[src/rtl/dff_pipe_pkg.sv]
// dff_pipe_pkg
// Shared constants and width helpers for the dff_pipe register pipeline.
//   DEFAULT_WIDTH / DEFAULT_DEPTH : default data width and stage count
//   tap_w(depth)                  : width of the tap_sel index, max(1, clog2(depth))
//   occ_w(depth)                  : width of the occupancy count, clog2(depth+1)
package dff_pipe_pkg;

    localparam int DEFAULT_WIDTH = 8;
    localparam int DEFAULT_DEPTH = 4;

    // A single-stage pipe still needs a 1-bit tap index.
    function automatic int tap_w(input int depth);
        return (depth <= 1) ? 1 : $clog2(depth);
    endfunction

    // Must be able to represent the full count 0..depth.
    function automatic int occ_w(input int depth);
        return $clog2(depth + 1);
    endfunction

endpackage

[src/rtl/dff_stage.sv]
// dff_stage
// One pipeline stage: WIDTH data bits plus a valid bit.
// Update priority on the rising clock edge: reset low > flush high > en high > hold.
// Ports:
//   clk      : clock, rising edge
//   reset    : synchronous active-low reset
//   flush    : synchronous clear to RESET_VAL / invalid
//   en       : load d/d_valid when high, hold when low
//   d        : data from the previous stage (or the pipe input)
//   d_valid  : valid bit from the previous stage (or the pipe input)
//   q        : registered data
//   q_valid  : registered valid bit
module dff_stage
    import dff_pipe_pkg::*;
#(
    parameter int               WIDTH     = DEFAULT_WIDTH,
    parameter logic [WIDTH-1:0] RESET_VAL = '0
) (
    input  logic             clk,
    input  logic             reset,
    input  logic             flush,
    input  logic             en,
    input  logic [WIDTH-1:0] d,
    input  logic             d_valid,
    output logic [WIDTH-1:0] q,
    output logic             q_valid
);

    always_ff @(posedge clk) begin
        if (!reset) begin
            q       <= RESET_VAL;
            q_valid <= 1'b0;
        end else if (flush) begin
            q       <= RESET_VAL;
            q_valid <= 1'b0;
        end else if (en) begin
            q       <= d;
            q_valid <= d_valid;
        end
    end

endmodule

[src/rtl/dff_pipe.sv]
// dff_pipe
// DEPTH-stage shift pipeline of WIDTH-bit data with a per-stage valid bit,
// a selectable tap output and a count of occupied (valid) stages.
//
// Flow control: d_valid is a qualifier only. There is no ready; the pipe
// advances on every edge where en=1 (and flush=0, reset=1), whether or not
// d_valid is set, so an invalid slot travels through as a bubble carrying
// its data unchanged. With en=0 the input is ignored and nothing moves.
//
// Ports:
//   clk        : clock, rising edge
//   reset      : synchronous active-low reset
//   en         : shift enable
//   flush      : synchronous clear of all stages
//   d, d_valid : input into stage 0
//   tap_sel    : stage index for tap_q/tap_valid
//   q, q_valid : last stage (DEPTH-1)
//   tap_q      : data of stage tap_sel (RESET_VAL when out of range)
//   tap_valid  : valid of stage tap_sel (0 when out of range)
//   occupancy  : number of valid stages
// All outputs are decoded from stage registers only.
module dff_pipe
    import dff_pipe_pkg::*;
#(
    parameter int               WIDTH     = DEFAULT_WIDTH,
    parameter int               DEPTH     = DEFAULT_DEPTH,
    parameter logic [WIDTH-1:0] RESET_VAL = '0,
    localparam int              TAPW      = tap_w(DEPTH),
    localparam int              OCCW      = occ_w(DEPTH)
) (
    input  logic             clk,
    input  logic             reset,
    input  logic             en,
    input  logic             flush,
    input  logic [WIDTH-1:0] d,
    input  logic             d_valid,
    input  logic [TAPW-1:0]  tap_sel,
    output logic [WIDTH-1:0] q,
    output logic             q_valid,
    output logic [WIDTH-1:0] tap_q,
    output logic             tap_valid,
    output logic [OCCW-1:0]  occupancy
);

    logic [WIDTH-1:0] data     [DEPTH];
    logic [DEPTH-1:0] valid;
    logic [WIDTH-1:0] in_data  [DEPTH];
    logic [DEPTH-1:0] in_valid;

    for (genvar i = 0; i < DEPTH; i++) begin : g_stage
        if (i == 0) begin : g_head
            assign in_data[i]  = d;
            assign in_valid[i] = d_valid;
        end else begin : g_link
            assign in_data[i]  = data[i-1];
            assign in_valid[i] = valid[i-1];
        end

        dff_stage #(
            .WIDTH     (WIDTH),
            .RESET_VAL (RESET_VAL)
        ) u_stage (
            .clk     (clk),
            .reset   (reset),
            .flush   (flush),
            .en      (en),
            .d       (in_data[i]),
            .d_valid (in_valid[i]),
            .q       (data[i]),
            .q_valid (valid[i])
        );
    end

    assign q       = data[DEPTH-1];
    assign q_valid = valid[DEPTH-1];

    // tap_sel can exceed DEPTH-1 when DEPTH is not a power of two; such
    // indices fall through to the reset value / invalid.
    always_comb begin
        tap_q     = RESET_VAL;
        tap_valid = 1'b0;
        for (int i = 0; i < DEPTH; i++) begin
            if (int'(tap_sel) == i) begin
                tap_q     = data[i];
                tap_valid = valid[i];
            end
        end
    end

    always_comb begin
        occupancy = '0;
        for (int i = 0; i < DEPTH; i++) begin
            occupancy = occupancy + OCCW'(valid[i]);
        end
    end

endmodule

[config.mk]
export PLATFORM = sky130hd
export DESIGN_NAME = dff_pipe
export DESIGN_NICKNAME = d
export VERILOG_FILES = /design/src/rtl/dff_pipe_pkg.sv /design/src/rtl/dff_stage.sv /design/src/rtl/dff_pipe.sv
export SDC_FILE = /design/constraint.sdc
export NUM_CORES = 1
export LEC_CHECK = 0
export BUFFER_PORTS_ARGS = -buffer_cell sky130_fd_sc_hd__buf_4
export CORE_AREA = 8 8 66 68
export CTS_BUF_LIST = sky130_fd_sc_hd__clkbuf_8
export CTS_CLUSTER_DIAMETER = 40
export DETAILED_ROUTE_END_ITERATION = 12
export DIE_AREA = 0 0 74 76
export PLACE_DENSITY = 0.77
export SYNTH_ARGS = -nofsm -noshare
export SYNTH_HDL_FRONTEND = slang
export SYNTH_HIERARCHICAL = 1
export SYNTH_SLANG_ARGS = --single-unit
[constraint.sdc]
create_clock -name clk -period 2.1 [get_ports clk]
set_input_delay 0.105 -clock clk [delete_from_list [all_inputs] [get_ports clk]]
set_output_delay 0.105 -clock clk [all_outputs]
set_load 0.03 [all_outputs]
After elaboration in Yosys (flattened, before gate mapping)
Cells that the tools add are included.
{"block": "totals", "inputBits": 15, "output_inout_bits": 21, "wordCells": 25, "reg_bits": 36}
{"block": "classes", "reduce_logical": 2, "n_addsub": 3, "mux": 8, "eq_ne": 3, "bitwise_logic": 1}
{"op": "$mux W8", "n": 4}
{"op": "$eq A2 B2 Y1 const B", "n": 2}
{"op": "$mux W1", "n": 4}
{"op": "$add A2 B1 Y3", "n": 1}
{"op": "$add A3 B1 Y3", "n": 1}
{"op": "$add A1 B1 Y2", "n": 1}
{"op": "$eq A2 B1 Y1 const B", "n": 1}
{"op": "$logic_not A2 Y1", "n": 1}
{"op": "$reduce_or A2 Y1", "n": 1}
{"op": "$not A1 Y1", "n": 1}

Logic depth before layout (Yosys ltp)
Gate-level depths: netlist of the first run.
{"block": "logic_depth", "word_depth": 5, "ltp_mapped": 5, "mapped_depth_nobuf": 5}

Cells and area by module
The synthesis of the first run kept the hierarchy.
{"mod": "dff_stage", "area_each_um2": 326.6, "n_inst": 4, "seq_area_each_um2": 180.2, "cells_each": 30}
{"mod": "dff_pipe", "area_each_um2": 289.0, "n_inst": 1, "seq_area_each_um2": 0.0, "cells_each": 19}

Worst setup path after synthesis of the first run
OpenSTA, ideal clock, no wires.
{"block": "synth_timing", "kind": "register -> output", "startpoint": "reg g_stage[3].u_stage.q_valid", "endpoint": "out occupancy[1]", "stages_incl_launch_ff": 6, "slack_ns": 0.217, "n_path_buf": 0, "t_required_ns": 1.995, "arrival_ns": 1.778, "cell_sequence": "dfxtp_1 inv_1 fa_1 inv_1 ha_1 ha_1"}
{"block": "synth_via", "elab_chain_cells": 1}
{"item": "from (decl)", "line_no": "dff_stage.sv:26", "text": "output logic q_valid"}
{"item": "from (signal assigned)", "line_no": "dff_stage.sv:38", "text": "q_valid <= d_valid;"}
{"item": "$add A3 B1 Y3", "line_no": "dff_pipe.sv:93", "text": "occupancy = occupancy + OCCW'(valid[i]);"}
{"item": "to (decl)", "line_no": "dff_pipe.sv:42", "text": "output logic [OCCW-1:0] occupancy"}
Every way passes these cells.

Final worst setup path of the first run
Same ends and word-level chain as after synthesis.

==> flow_metrics.env, run 1 <==
export IMPL_first_iter_violations=47
export IMPL_wl_per_cell_um=14.7
export IMPL_die_y_um=76
export IMPL_power_density_mw_per_mm2=713
export IMPL_synthesis_nets=157
export IMPL_finClkSkew_ps=9.31
export IMPL_crit_chain="inv_1 -> fa_1 -> inv_1 -> ha_1 -> ha_1 -> buf_4"
export IMPL_top_level_ports=36
export IMPL_worst_pin_slew_ps=570
export IMPL_rsz0062_at_grt="no"
export IMPL_final_max_slew_violation_count=0
export IMPL_die_area_sq_mm=0.00562
export IMPL_grt_first_pass_wirelength_mm=5.33
export IMPL_slowest_delay_ps=530
export IMPL_antenna_found_initial=0
export IMPL_place_ws_ps=353
export IMPL_start_util_pct=46.4
export IMPL_seq_area_frac_synth_pct=45.2
export IMPL_synthCells=139
export IMPL_grt_pass1_vias=1140
export IMPL_cts_tree="built"
export IMPL_peakVddDrop_v=0.000421
export IMPL_post_route_min_period_ps=2010
export IMPL_required_ps=2000
export IMPL_hold_viol=0
export IMPL_worstSetupPathType="register to primary output"
export IMPL_setup_tns_final_ps=0
export IMPL_areaGrowthSynthToFinish_pct=21.6
export IMPL_rows=22
export IMPL_worst_setup_path_end_kind="primary output"
export IMPL_cts_root_buf="clkbuf_8"
export IMPL_worstPathMaxFanout=4
export IMPL_drcViolationCount=0
export IMPL_synth_area_per_cell_sq_um=11.5
export IMPL_max_clock_freq_mhz=499
export IMPL_n_antenna_cell=0
export IMPL_clock_sinks=36
export IMPL_cp_data_arrival_time_ps=1900
export IMPL_yosys_warnings=6
export IMPL_numCtsBuffers=5
export IMPL_crit_family="adder cells"
export IMPL_clockBufferDepth=2
export IMPL_fin_crit_sh_pct=95.5
export IMPL_fin_ws_ps=95.0
export IMPL_cp_num_buf_inv=3
export IMPL_cp_start_kind="register"
export IMPL_final_nets=189
export IMPL_die_x_um=74
export IMPL_numPortBuffers=35
export IMPL_cpMaxStageDelayCell="fa_1"
export IMPL_grt_start_max_net_pins=37
export IMPL_maxCapViolCount=0
export IMPL_htree_num_levels=2
export IMPL_status="finished, final reports clean"
export IMPL_drt_total_wl_mm=3.24
export IMPL_worst_hold_path_type="input pin to register"
export IMPL_ant_nets=0
export IMPL_track_usage_pct=12.3
export IMPL_slew_headroom_pct=62.0
export IMPL_cellLeakagePower_nw=0.880
export IMPL_fin_util_pct=56.4
export IMPL_path_clk_slew_ps=70
export IMPL_ys_types=10
export IMPL_postCtsSetupBuffers=0
export IMPL_hpwl_mm=2.32
export IMPL_core_sq_mm=0.00344
export IMPL_fillers=287
export IMPL_drtPass1Iterations=4
export IMPL_clk_latency_ps=280
export IMPL_gp_congestion=0.733
export IMPL_setup_viol=0
export IMPL_drive_above_1_share_pct=30.8
export IMPL_globalRouteOverflowTotal=0
export IMPL_via_per_inst=4.85
export IMPL_syn_area_sq_mm=0.00160
export IMPL_yosys_register_bits=36
export IMPL_dr_total_vias=1066
[timing repair]
item / 4_1_cts / 5_1_grt
hold buffers: 0 / 0
gates resized for setup: 0 / 2
setup endpoints to repair: 0 / 1
[cells by family after synthesis]
logic type / count (synthesis) / share of synthesized area (%)
DFF: 36 / 45.2
muxes: 45 / 35.3
and+or+nand+nor: 40 / 10.0
adders and majority gates: 3 / 2.82
buffers and inverters: 15 / 6.67
[worst reg2reg max path: cells and delay by family (launching register included)]
family           cells  cell delay (ps)
flip-flops           1              330
multiplexers         1              160
AND/OR/NAND/NOR      1               70
[power by group]
group | total (mW) | internal (mW) | switching, mW
Sequential | 0.696 | 0.690 | 0.00571
Clock | 0.575 | 0.347 | 0.228
Combinational | 0.113 | 0.0539 | 0.0588
[registers in the layout, indices dropped and copies added, names as in the netlist]
name and flops:
g_stage.u_stage/q 32, g_stage.u_stage/q_valid 4
[synth_stat cells (all sizes together)]
master   n  share of area [%]
ha       2                1.6
fa       1                1.3
nor2    36                8.5
mux2i   36                 23
dfxtp   36                 45
nand2b   4                1.6
inv      5                1.2
clkbuf   4                1.3
buf      6                4.2
mux4     9                 13
[path summary, 6_finish.rpt]
path / cells past startpoint / from / slack, ps / to
worst max-delay path: 6 / g_stage[3].u_stage/q_valid$_SDFFE_PP0P_ / 90 / occupancy[1]
worst min-delay path: 3 / d_valid / 60 / g_stage[0].u_stage/q_valid$_SDFFE_PP0P_
worst max register to register: 2 / g_stage[1].u_stage/q[2]$_SDFFE_PP0P_ / 1410 / g_stage[2].u_stage/q[2]$_SDFFE_PP0P_
worst min register to register: 2 / g_stage[2].u_stage/q[6]$_SDFFE_PP0P_ / 520 / g_stage[2].u_stage/q[6]$_SDFFE_PP0P_
[metal layers]
metal | global-route usage, % | vias up | part of all wire [%]
li1 | - | 535 | -
met1 | 12.8 | 508 | 41
met2 | 21.2 | 19 | 53
met3 | 3.16 | 4 | 4.3
met4 | 6.80 | 0 | 1.3
met5 | 0 | - | 0
[stage by stage]
step	area [sq um]	total power [mW]	cells	hold slack (ps)
6_report	1940	1.38	220	58.9
5_1_grt	1940	1.45	220	65.3
4_1_cts	1940	1.40	220	49.7
3_5_place_dp	1830	0.824	212	351
3_3_place_gp	1830	0.821	212	341
2_1_floorplan	1600	0.796	139	252
[area by class of cell]
type / count / area [sq um] / share of cell area (%)
clock buffer: 5 / 68.8 / 3.55
clock inverter: 3 / 38.8 / 2.00
inverter: 5 / 18.8 / 0.967
multi-input combinational: 88 / 768 / 39.6
sequential: 36 / 723 / 37.3
tap: 48 / 60.1 / 3.09
timing repair buffer: 35 / 263 / 13.5
[cells in the final DEF, fill, tap and decap left out, drive strengths merged]
cell	instances
nor2	36
mux4	9
dfxtp	36
mux2i	36
nand2b	4
ha	2
clkinv	1
inv	6
buf	35
clkbuf	5
bufinv	1
fa	1
Power figures use the tool's default switching activity.
==> run 2, diff against run 1 <==
- clock period: 2.1 -> 2.17 ns (I/O delays scaled with it)
==> flow_metrics.env, run 2 (synthesis results as in run 1) <==
export IMPL_cpMaxStageDelayCell="fa_1"
export IMPL_worstSetupPathType="register to primary output"
export IMPL_fin_ws_ps=116
export IMPL_post_route_min_period_ps=2050
export IMPL_final_nets=189
export IMPL_die_area_sq_mm=0.00562
export IMPL_top_level_ports=36
export IMPL_top_regs="g_stage.u_stage/q (32), g_stage.u_stage/q_valid (4)"
export IMPL_final_area_sq_mm=0.00194
export IMPL_via_per_inst=4.85
export IMPL_clk_latency_ps=280
export IMPL_worst_r2r_setup_slack_ps=1480
export IMPL_numPortBuffers=35
export IMPL_cellLeakagePower_nw=0.879
export IMPL_cts_resized=0
export IMPL_die_x_um=74
export IMPL_worstPathMaxFanout=4
export IMPL_first_iter_violations=47
export IMPL_rr_startpoint="g_stage[1].u_stage/q[2]$_SDFFE_PP0P_"
export IMPL_path_clk_slew_ps=70
export IMPL_htree_num_levels=2
export IMPL_clock_sinks=36
export IMPL_highest_layer="met4"
export IMPL_min_delay_start="d_valid"
export IMPL_met3_wirelength_um=138
export IMPL_drive_above_1_share_pct=29.7
export IMPL_placed_cell_area_sq_mm=0.00183
export IMPL_worst_setup_path_end_kind="primary output"
export IMPL_max_clock_freq_mhz=487
export IMPL_clockBufferDepth=2
export IMPL_status="finished, final reports clean"
export IMPL_worst_r2r_endpoint="g_stage[2].u_stage/q[2]$_SDFFE_PP0P_"
export IMPL_rsz0062_at_grt="no"
export IMPL_peakVddDrop_v=0.000407
export IMPL_gp_congestion=0.733
export IMPL_ctsHoldBuffers=0
export IMPL_place_ws_ps=420
export IMPL_power_density_mw_per_mm2=691
export IMPL_numCtsBuffers=5
export IMPL_start_util_pct=46.4
export IMPL_hpwl_mm=2.32
export IMPL_globalRouteOverflowTotal=0
export IMPL_crit_start="g_stage[3].u_stage/q_valid$_SDFFE_PP0P_"
export IMPL_hold_path_depth=3
export IMPL_maxCapViolCount=0
export IMPL_rows=22
export IMPL_die_y_um=76
export IMPL_fin_util_pct=56.3
export IMPL_worst_hold_path_type="input pin to register"
export IMPL_core_sq_mm=0.00344
export IMPL_finClkSkew_ps=9.35
export IMPL_largest_register="g_stage.u_stage/q"
export IMPL_fin_crit_sh_pct=94.7
export IMPL_cts_tree="built"
export IMPL_antenna_found_initial=0
export IMPL_postCtsSetupBuffers=0
export IMPL_wl_met1_mm=1.33
export IMPL_dr_total_vias=1066
export IMPL_slew_headroom_pct=62.0
export IMPL_drtPass1Iterations=4
export IMPL_final_cell_mix="mux2i_1, nor2_1, dfxtp_1, buf_4, mux4_2"
export IMPL_cts_root_buf="clkbuf_8"
export IMPL_setup_viol=0
export IMPL_drt_total_wl_mm=3.24
export IMPL_cp_start_kind="register"
export IMPL_crit_chain="inv_1 -> fa_1 -> inv_1 -> ha_1 -> ha_1 -> buf_4"
export IMPL_wl_per_cell_um=14.7
export IMPL_ant_nets=0
export IMPL_ff2ff_path_depth=2
export IMPL_areaGrowthSynthToFinish_pct=21.5
export IMPL_setup_tns_final_ps=0
export IMPL_stdcell_count=220
export IMPL_hold_viol=0
export IMPL_final_max_slew_violation_count=0
export IMPL_hold_end="g_stage[0].u_stage/q_valid$_SDFFE_PP0P_"
export IMPL_grt_pass1_vias=1140
export IMPL_cp_data_arrival_time_ps=1950
export IMPL_met2RoutedLength_mm=1.72
export IMPL_worst_pin_slew_ps=570
export IMPL_grt_first_pass_wirelength_mm=5.33
export IMPL_largest_register_ffs=32
export IMPL_dp_cells=212
export IMPL_slowest_delay_ps=530
export IMPL_required_ps=2060
export IMPL_track_usage_pct=12.3
export IMPL_drcViolationCount=0
export IMPL_n_antenna_cell=0
export IMPL_grt_start_max_net_pins=37
[run 2: worst max path at each step]
stage / slack [ps] / end
after global placement: 500 / occupancy[1]
after floorplan: 280 / occupancy[1]
after CTS: 100 / occupancy[1]
final: 120 / occupancy[1]
after detailed placement: 420 / occupancy[1]
after global routing: 40 / occupancy[1]
[run 2: routing by layer]
layer	vias to the layer above	global-route usage, %
met4	0	6.80
met5	-	0
met1	508	12.8
met3	4	3.16
li1	535	-
met2	19	21.2
[run 2: area by class of cell]
type                            count  area, sq um
Multi-Input combinational cell     88          768
Tap cell                           48         60.1
Inverter                            5         18.8
Fill cell                         288         1500
Clock buffer                        5         68.8
Timing Repair Buffer               35          263
Sequential cell                    36          721
Clock inverter                      3         38.8
[run 2: through the flow]
stage	power, mW	hold WS (ps)
floorplan	0.771	256
CTS	1.36	53.2
finish	1.34	62.5
global route	1.40	68.8
global placement	0.795	344
detailed placement	0.797	354
[run 2: critical path, delay by kind of cell, from the launching register on]
kind,cells,cell delay (ps)
adders and majority gates,3,980
DFF,1,380
buffers and inverters,3,290
[run 2: where the power goes]
part / total, mW / switching, mW / internal (mW)
clock network: 0.556 / 0.221 / 0.336
registers: 0.673 / 0.00552 / 0.668
logic: 0.109 / 0.0569 / 0.0522
total: 1.34 / 0.283 / 1.06
